## config.mk

```make
export PLATFORM = sky130hd
export DESIGN_NAME = calibration_sequencer
export DESIGN_NICKNAME = d
export VERILOG_FILES = /design/src/rtl/calibration_sequencer.sv
export SDC_FILE = /design/constraint.sdc
export NUM_CORES = 1
export LEC_CHECK = 0
export ABC_AREA = 1
export BUFFER_PORTS_ARGS = -buffer_cell sky130_fd_sc_hd__buf_2
export CORE_UTILIZATION = 49
export DETAILED_ROUTE_END_ITERATION = 8
export GPL_ROUTABILITY_DRIVEN = 0
export PLACE_DENSITY = 0.67
export SYNTH_ARGS = -nofsm -noshare
export SYNTH_HDL_FRONTEND = slang
export SYNTH_SLANG_ARGS = --single-unit
```

## constraint.sdc

```tcl
create_clock -name clk_pixel -period 4.43 [get_ports clk_pixel]
set_input_delay 0.886 -clock clk_pixel [delete_from_list [all_inputs] [get_ports clk_pixel]]
set_output_delay 0.886 -clock clk_pixel [all_outputs]
set_load 0.05 [all_outputs]
```

## src/rtl/calibration_sequencer.sv

```systemverilog
// LED position calibration controller: steps through one bit-plane per LED-address
// bit, triggers one capture per plane, then scans the accumulator RAM and records
// the first pixel whose decoded code names each LED.
module calibration_sequencer #(
   parameter int unsigned NUM_LEDS       = 50,
   parameter int unsigned NUM_BITS       = 10,
   parameter int unsigned NUM_PIXELS     = 3600,
   parameter int unsigned TIMEOUT_CYCLES = 50000000
) (
   input  logic                              clk_pixel,
   input  logic                              rst_n,
   input  logic                              start,
   input  logic                              abort,
   output logic [$clog2(NUM_BITS)-1:0]       pattern_bit,
   output logic                              pattern_valid,
   output logic                              capture_start,
   input  logic                              capture_busy,
   output logic                              read_req,
   output logic [$clog2(NUM_PIXELS)-1:0]     read_addr,
   input  logic                              read_valid,
   input  logic [NUM_BITS-1:0]               read_data,
   output logic                              loc_we,
   output logic [$clog2(NUM_LEDS+1)-1:0]     loc_led,
   output logic [$clog2(NUM_PIXELS)-1:0]     loc_pixel,
   output logic                              busy,
   output logic                              done,
   output logic                              error,
   output logic [$clog2(NUM_LEDS+1)-1:0]     found_count
);

   localparam int unsigned BIT_W = $clog2(NUM_BITS);
   localparam int unsigned LED_W = $clog2(NUM_LEDS + 1);
   localparam int unsigned PIX_W = $clog2(NUM_PIXELS);
   localparam int unsigned CNT_W = $clog2(NUM_PIXELS + 1);
   localparam int unsigned TO_W  = $clog2(TIMEOUT_CYCLES + 1);

   typedef enum logic [2:0] {
      S_IDLE,
      S_TRIGGER,
      S_WAIT_BUSY,
      S_WAIT_IDLE,
      S_NEXT,
      S_SCAN,
      S_DRAIN,
      S_DONE
   } state_t;

   state_t               state;
   logic                 start_q;
   logic [NUM_LEDS-1:0]  found;
   logic [CNT_W-1:0]     rsp_cnt;
   logic [TO_W-1:0]      tcnt;

   logic                 start_edge_c;
   logic [NUM_LEDS-1:0]  code_hit_c;
   logic                 new_led_c;
   logic                 rsp_take_c;

   // Decode the returned code to a one-hot LED id; out-of-range codes match nothing
   always_comb begin
      start_edge_c = start & ~start_q;
      code_hit_c   = '0;
      for (int i = 0; i < int'(NUM_LEDS); i++) begin
         code_hit_c[i] = (read_data == NUM_BITS'(i + 1));
      end
      new_led_c  = |(code_hit_c & ~found);
      rsp_take_c = ((state == S_SCAN) || (state == S_DRAIN)) && read_valid &&
                   (rsp_cnt < CNT_W'(NUM_PIXELS));
   end

   // Sequencer state, response bookkeeping and registered outputs
   always_ff @(posedge clk_pixel or negedge rst_n) begin
      if (!rst_n) begin
         state         <= S_IDLE;
         start_q       <= 1'b0;
         found         <= '0;
         rsp_cnt       <= '0;
         tcnt          <= '0;
         pattern_bit   <= '0;
         pattern_valid <= 1'b0;
         capture_start <= 1'b0;
         read_req      <= 1'b0;
         read_addr     <= '0;
         loc_we        <= 1'b0;
         loc_led       <= '0;
         loc_pixel     <= '0;
         busy          <= 1'b0;
         done          <= 1'b0;
         error         <= 1'b0;
         found_count   <= '0;
      end else begin
         start_q       <= start;
         capture_start <= 1'b0;
         loc_we        <= 1'b0;

         // Responses arrive in request order, so the response count is the pixel address
         if (rsp_take_c) begin
            rsp_cnt <= rsp_cnt + CNT_W'(1);
            if (new_led_c) begin
               loc_we      <= 1'b1;
               loc_led     <= LED_W'(read_data);
               loc_pixel   <= PIX_W'(rsp_cnt);
               found       <= found | code_hit_c;
               found_count <= found_count + LED_W'(1);
            end
         end

         if (abort) begin
            state         <= S_IDLE;
            pattern_valid <= 1'b0;
            capture_start <= 1'b0;
            read_req      <= 1'b0;
            loc_we        <= 1'b0;
            busy          <= 1'b0;
            done          <= 1'b0;
         end else begin
            case (state)
               S_IDLE, S_DONE: begin
                  if (start_edge_c) begin
                     state         <= S_TRIGGER;
                     pattern_bit   <= '0;
                     found         <= '0;
                     found_count   <= '0;
                     error         <= 1'b0;
                     pattern_valid <= 1'b1;
                     capture_start <= 1'b1;
                     busy          <= 1'b1;
                     done          <= 1'b0;
                  end
               end
               S_TRIGGER: begin
                  tcnt  <= '0;
                  state <= S_WAIT_BUSY;
               end
               S_WAIT_BUSY, S_WAIT_IDLE: begin
                  // One timeout window covers both waits of a capture
                  if (tcnt == TO_W'(TIMEOUT_CYCLES - 1)) begin
                     state         <= S_DONE;
                     error         <= 1'b1;
                     pattern_valid <= 1'b0;
                     busy          <= 1'b0;
                     done          <= 1'b1;
                  end else begin
                     tcnt <= tcnt + TO_W'(1);
                     if ((state == S_WAIT_BUSY) && capture_busy) begin
                        state <= S_WAIT_IDLE;
                     end else if ((state == S_WAIT_IDLE) && !capture_busy) begin
                        state <= S_NEXT;
                     end
                  end
               end
               S_NEXT: begin
                  if (pattern_bit == BIT_W'(NUM_BITS - 1)) begin
                     state         <= S_SCAN;
                     pattern_valid <= 1'b0;
                     read_req      <= 1'b1;
                     read_addr     <= '0;
                     rsp_cnt       <= '0;
                  end else begin
                     state         <= S_TRIGGER;
                     pattern_bit   <= pattern_bit + BIT_W'(1);
                     capture_start <= 1'b1;
                  end
               end
               S_SCAN: begin
                  if (read_addr == PIX_W'(NUM_PIXELS - 1)) begin
                     state    <= S_DRAIN;
                     read_req <= 1'b0;
                  end else begin
                     read_addr <= read_addr + PIX_W'(1);
                  end
               end
               S_DRAIN: begin
                  if (rsp_cnt == CNT_W'(NUM_PIXELS)) begin
                     state <= S_DONE;
                     busy  <= 1'b0;
                     done  <= 1'b1;
                  end
               end
               default: state <= S_IDLE;
            endcase
         end
      end
   end

endmodule

```

After elaboration in Yosys (flattened, before gate mapping). Cells that the tools add are included.

Register bits: 139. Latch bits: 0. Bits in writable memories: 0. Bits in read-only memories: 0. Bits of input ports: 16. Output and inout port bits: 47. Memories kept: 0.

$add $sub $neg: 5. Multipliers: 0. Div/mod/pow operators: 0. $lt $le $gt $ge: 1. Eq/ne operators: 73. Shift-type cells: 0. Multiplexer cells: 56. Bitwise gates (word level): 6. Reductions and logical operators: 26.

Operator list (number): $mux 50 (5); $eq 10x6->1 const B (19); $eq 10x5->1 const B (16); $eq 10x4->1 const B (8); $mux 12 (6); $pmux 26 s2 (1); $and 50x50->50 (1); $not 50->50 (1); $or 50x50->50 (1); $reduce_or 50->1 (1); $eq 10x3->1 const B (4); $mux 6 (5); $add 26x1->26 const B (1); $eq 26x26->1 const B (1); $mux 26 (1); $add 12x1->12 const B (2); $eq 12x12->1 const B (2); $mux 3 (8); $pmux 12 s2 (1); $reduce_and 4->1 (6); $eq 10x2->1 const B (2); $mux 1 (19); $pmux 3 s6 (1); $eq 3x3->1 const B (4); 27 further kinds (51).

Logic depth before layout (Yosys ltp).
Word-level depth: 8. Depth in mapped cells: 17. Mapped depth without buffers: 16.

Worst setup path after synthesis. No wires, ideal clock.

Kind: in2reg. Start point: input port read_data[9]. End point: register found_count[1]. Library setup time: 0.120 ns. Arrival: 2.259 ns. Data required time: 4.310 ns. Setup slack: 2.051 ns. Stages: 16. Buffers on the path: 2. Path through: nor2_2 > nand2_1 > nor2_4 > buf_6 > nand3_1 > nand2_1 > inv_1 > nand2_1 > nor2_1 > nand2_1 > nor2_2 > nand2_4 > nand2_4 > buf_6 > o21ai_0 > nor2_1.

Longest elaborated chain between the ends: 8.

RTL lines: start, declared (line 21) `input logic [NUM_BITS-1:0] read_data,`; $eq 10x1->1 (tied with other cells) (line 64) `code_hit_c[i] = (read_data == NUM_BITS'(i + 1));`; $and 50x50->50 (*) (line 66) `new_led_c = |(code_hit_c & ~found);`; $reduce_or 50->1 (*) (line 66); $mux 6 (*) (line 99) `if (new_led_c) begin`; $mux 6 (*) (line 97) `if (rsp_take_c) begin`; $mux 6 (line 119) `if (start_edge_c) begin`; $mux 6 (line 117) `case (state)`; $mux 6 (*) (line 108) `if (abort) begin`; end signal, assigned (line 104) `found_count <= found_count + LED_W'(1);`; end, declared (line 28) `output logic [$clog2(NUM_LEDS+1)-1:0] found_count`.

Mark *: on every way between the ends. The rest lies on a longest branch, timed or not. A chain may end at the register's enable or synchronous reset.

Worst setup path in the final report.
Start point: register tcnt[0]. End point: register tcnt[9].

Longest elaborated chain between the ends: 3.

RTL lines: start, declared (line 52) `logic [TO_W-1:0] tcnt;`; start signal, assigned (line 144) `tcnt <= tcnt + TO_W'(1);`; $add 26x1->26 or $eq 26x26->1 (tied branches) (line 144, 137); $mux 26 or $ne 2x2->1 (tied branches); $pmux 26 s2 or $reduce_and 3->1 (tied branches).

Parallel ways exist; a longest one is shown, timed or not. The select of a mux whose other input is x is not followed.

==> key figures <==
Status
  • Status: complete, no violations

Clock tree
  • Htree depth: 4
  • CTS tree: done
  • Worst-Skew Late Latency: 420 ps
  • TritonCTS Buffers: 17
  • Post-CTS setup buffer count: 0
  • Root Buffer: clkbuf_16
  • Clk buf depth: 2
  • # hold bufs at CTS: 0
  • Post-CTS sizing: 0
  • CTS clk-pin slew, worst paths: 60 ps
  • CTS Sinks: 139

Setup path
  • WS Path Type: reg -> reg
  • CP arrival: 3140 ps
  • FF-to-FF path depth: 12
  • Reg-to-reg endpoint: tcnt[9]
  • Worst Path Buf+Inv: 4
  • Setup crit start: tcnt[0]
  • Worst path slowest cell: nand2_1
  • Worst setup SP type: register
  • Critical path's top delay family: simple AND/OR/NAND/NOR gates
  • Worst r2r src: tcnt[0]
  • Worst Path Max Fanout: 21
  • Critical Path, Cell by Cell: ha_1, inv_1, nor3_2, nand4_1, nor2_1, inv_1, nand2_1, inv_1, nand2_1, nand2_1, inv_1, nor2_1
  • Setup crit end kind: register
  • Critical Path End: tcnt[9]
  • Worst EP required: 4740 ps
  • R2R Setup Slk: 1600 ps
  • Crit path depth: 12
  • Most common cell on crit path: inv_1
  • CP max stage delay: 490 ps

Timing
  • FMAX: 353 MHz
  • Final hold violation count: 0
  • Worst-margin pin slew: 928 ps
  • Endpoints failing setup: 0
  • RSZ-0062 raised after global routing: no
  • Final hold slack: 477 ps
  • Crit share post-route: 0.639
  • Setup TNS: 0 ps
  • Final min period: 2830 ps
  • Max Slew Vio Count: 0
  • Final Skew: 6.33 ps
  • Max_slew headroom: 0.377

Logic synthesis
  • Syn Inst Count: 1083
  • Synth warn: 0
  • Leading register cell type out of synthesis: dfrtp_1
  • Post-synth ARST share: 1.00
  • Unique masters post-synth: 40
  • Syn Area/Cell: 7.31 sq um
  • EDFF count, synth: 0
  • Register area share after synthesis: 0.440
  • Post-synthesis net count: 1106
  • FF+latch count, synth: 139
  • Post-synthesis cell area: 7910 sq um

Min path
  • Hold WC Path Type: reg -> reg
  • Min-delay src: loc_pixel[9]

Die
  • IO Pins: 63
  • Core Region: 15800 sq um
  • Die ar.: 16700 sq um
  • Row count: 46
  • Die height: 129 um
  • Width of the die: 129 um
  • Initial Util: 0.500

Global routing
  • Largest net degree at the start of global routing: 96
  • GRT Resource Usage Total: 0.248
  • Initial antenna violation count: 0
  • Vias in the first global route: 6371
  • First-pass GRT wire length: 32200 um
  • Grt ovf: 0

Power
  • Sequential share of power: 0.380
  • Power Total: 4210 uW
  • P_int: 2710 uW
  • Pwr Density: 467 nW/um^2
  • Combinational share of power: 0.257
  • Net Sw Power: 1500 uW
  • Sw Share: 0.355
  • Leakage: 0.00457 uW
  • Clk pwr share: 0.363
  • VDD IR max: 0.305 mV

Flow run
  • Max-Cap Viols: 0

Placement
  • Post-DP HPWL: 13600 um
  • Port buffer count: 62
  • Placed Instances: 1332

Detailed routing
  • Final routed DRC violation total: 0
  • Vias per cell: 5.27
  • Final WL: 19400 um
  • DRT Pass-1 Iters: 5
  • DRT iter0 DRCs: 667
  • Via count: 7195
  • DR WL/cell: 14.2 um
  • Post-DRT Antenna Nets: 0

Layout
  • Most frequent cells in the layout: nand2_1 (238), inv_1 (186), dfrtp_1 (139)
  • # nets final: 1158
  • Area Growth Syn to Fin: 14.0%
  • Non-Filler Instances: 1364
  • Filler cells: 1511
  • Share of layout cells above drive strength 1: 0.101
  • Antenna diodes: 0
  • Commonest non-fill, non-tap cell in the layout: nand2_1
-- synthesized netlist by cell type, types with 6 or more instances --
cell / n / area, sq um
or2_2: 6 / 37.5
clkbuf_1: 21 / 78.8
inv_1: 187 / 702
dfrtp_1: 139 / 3480
o21ai_0: 71 / 355
nand2_1: 238 / 893
nor3_1: 27 / 135
o31ai_1: 22 / 165
nand3_1: 94 / 470
ha_1: 7 / 87.6
nor4_1: 13 / 81.3
buf_2: 10 / 50.1
o21ai_1: 11 / 55.1
a21oi_1: 24 / 120
xor2_1: 22 / 193
nand4_1: 31 / 194
nor2_1: 107 / 402
-- stage by stage --
step | setup WS, ps | cell area [sq um] | util
2_1_floorplan | 2050 | 7910 | -
3_3_place_gp | 1300 | 8390 | 0.530
3_5_place_dp | 1190 | 8390 | 0.530
4_1_cts | 1640 | 9020 | 0.570
5_1_grt | 1280 | 9020 | 0.570
6_report | 1600 | 9020 | 0.570
-- logic make-up after synthesis --
kind of cell | count (synthesis) | share of synthesized area
buffers and inverters | 228 | 0.113
AOI/OAI and AO/OA | 153 | 0.114
adders and majority gates | 7 | 0.0111
and+or+nand+nor | 531 | 0.295
DFF | 139 | 0.440
xor gates and xnor gates | 25 | 0.0277
-- worst min-delay path by stage --
stage,to,depth (start not counted)
2_1_floorplan,tcnt[6],1
3_3_place_gp,loc_pixel[9],2
3_5_place_dp,loc_pixel[9],2
4_1_cts,loc_led[5],2
5_1_grt,loc_pixel[8],2
6_report,loc_pixel[9],2
-- power by group through the flow --
stage	logic (uW)	registers, uW	clock network (uW)
finish	1080	1600	1530
floorplan	574	1830	0
CTS	1090	1600	1550
detailed placement	1080	1620	0
global route	1220	1620	1600
global placement	1070	1620	0
-- cell type report --
| class | instances | area (sq um) | area share |
|---|---|---|---|
| Clock buffer | 25 | 495 | 0.0550 |
| Timing Repair Buffer | 70 | 377 | 0.0418 |
| Multi-Input combinational cell | 716 | 3540 | 0.393 |
| Inverter | 191 | 717 | 0.0795 |
| Clock inverter | 7 | 135 | 0.0150 |
| Sequential cell | 139 | 3480 | 0.386 |
| Tap cell | 216 | 270 | 0.0300 |
-- registers in the layout, summed over array words and instances (netlist names), 3 cells and up --
signal / cells
found_count: 6
found: 50
pattern_bit: 4
read_addr: 12
loc_led: 6
state: 3
rsp_cnt: 12
tcnt: 26
loc_pixel: 12
-- worst min-delay path, cell delays in order (launching register included) --
cell and delay [ps]:
dfrtp_1 330, nand2_1 50, o21ai_0 60
-- routing by layer --
metal	routed length [um]	track usage	vias to the layer above
li1	-	-	3601
met1	9710	0.363	3397
met2	8480	0.364	168
met3	963	0.0590	29
met4	271	0.0678	0
met5	0	0	-
Note: power is estimated with default switching activity, not from simulation.
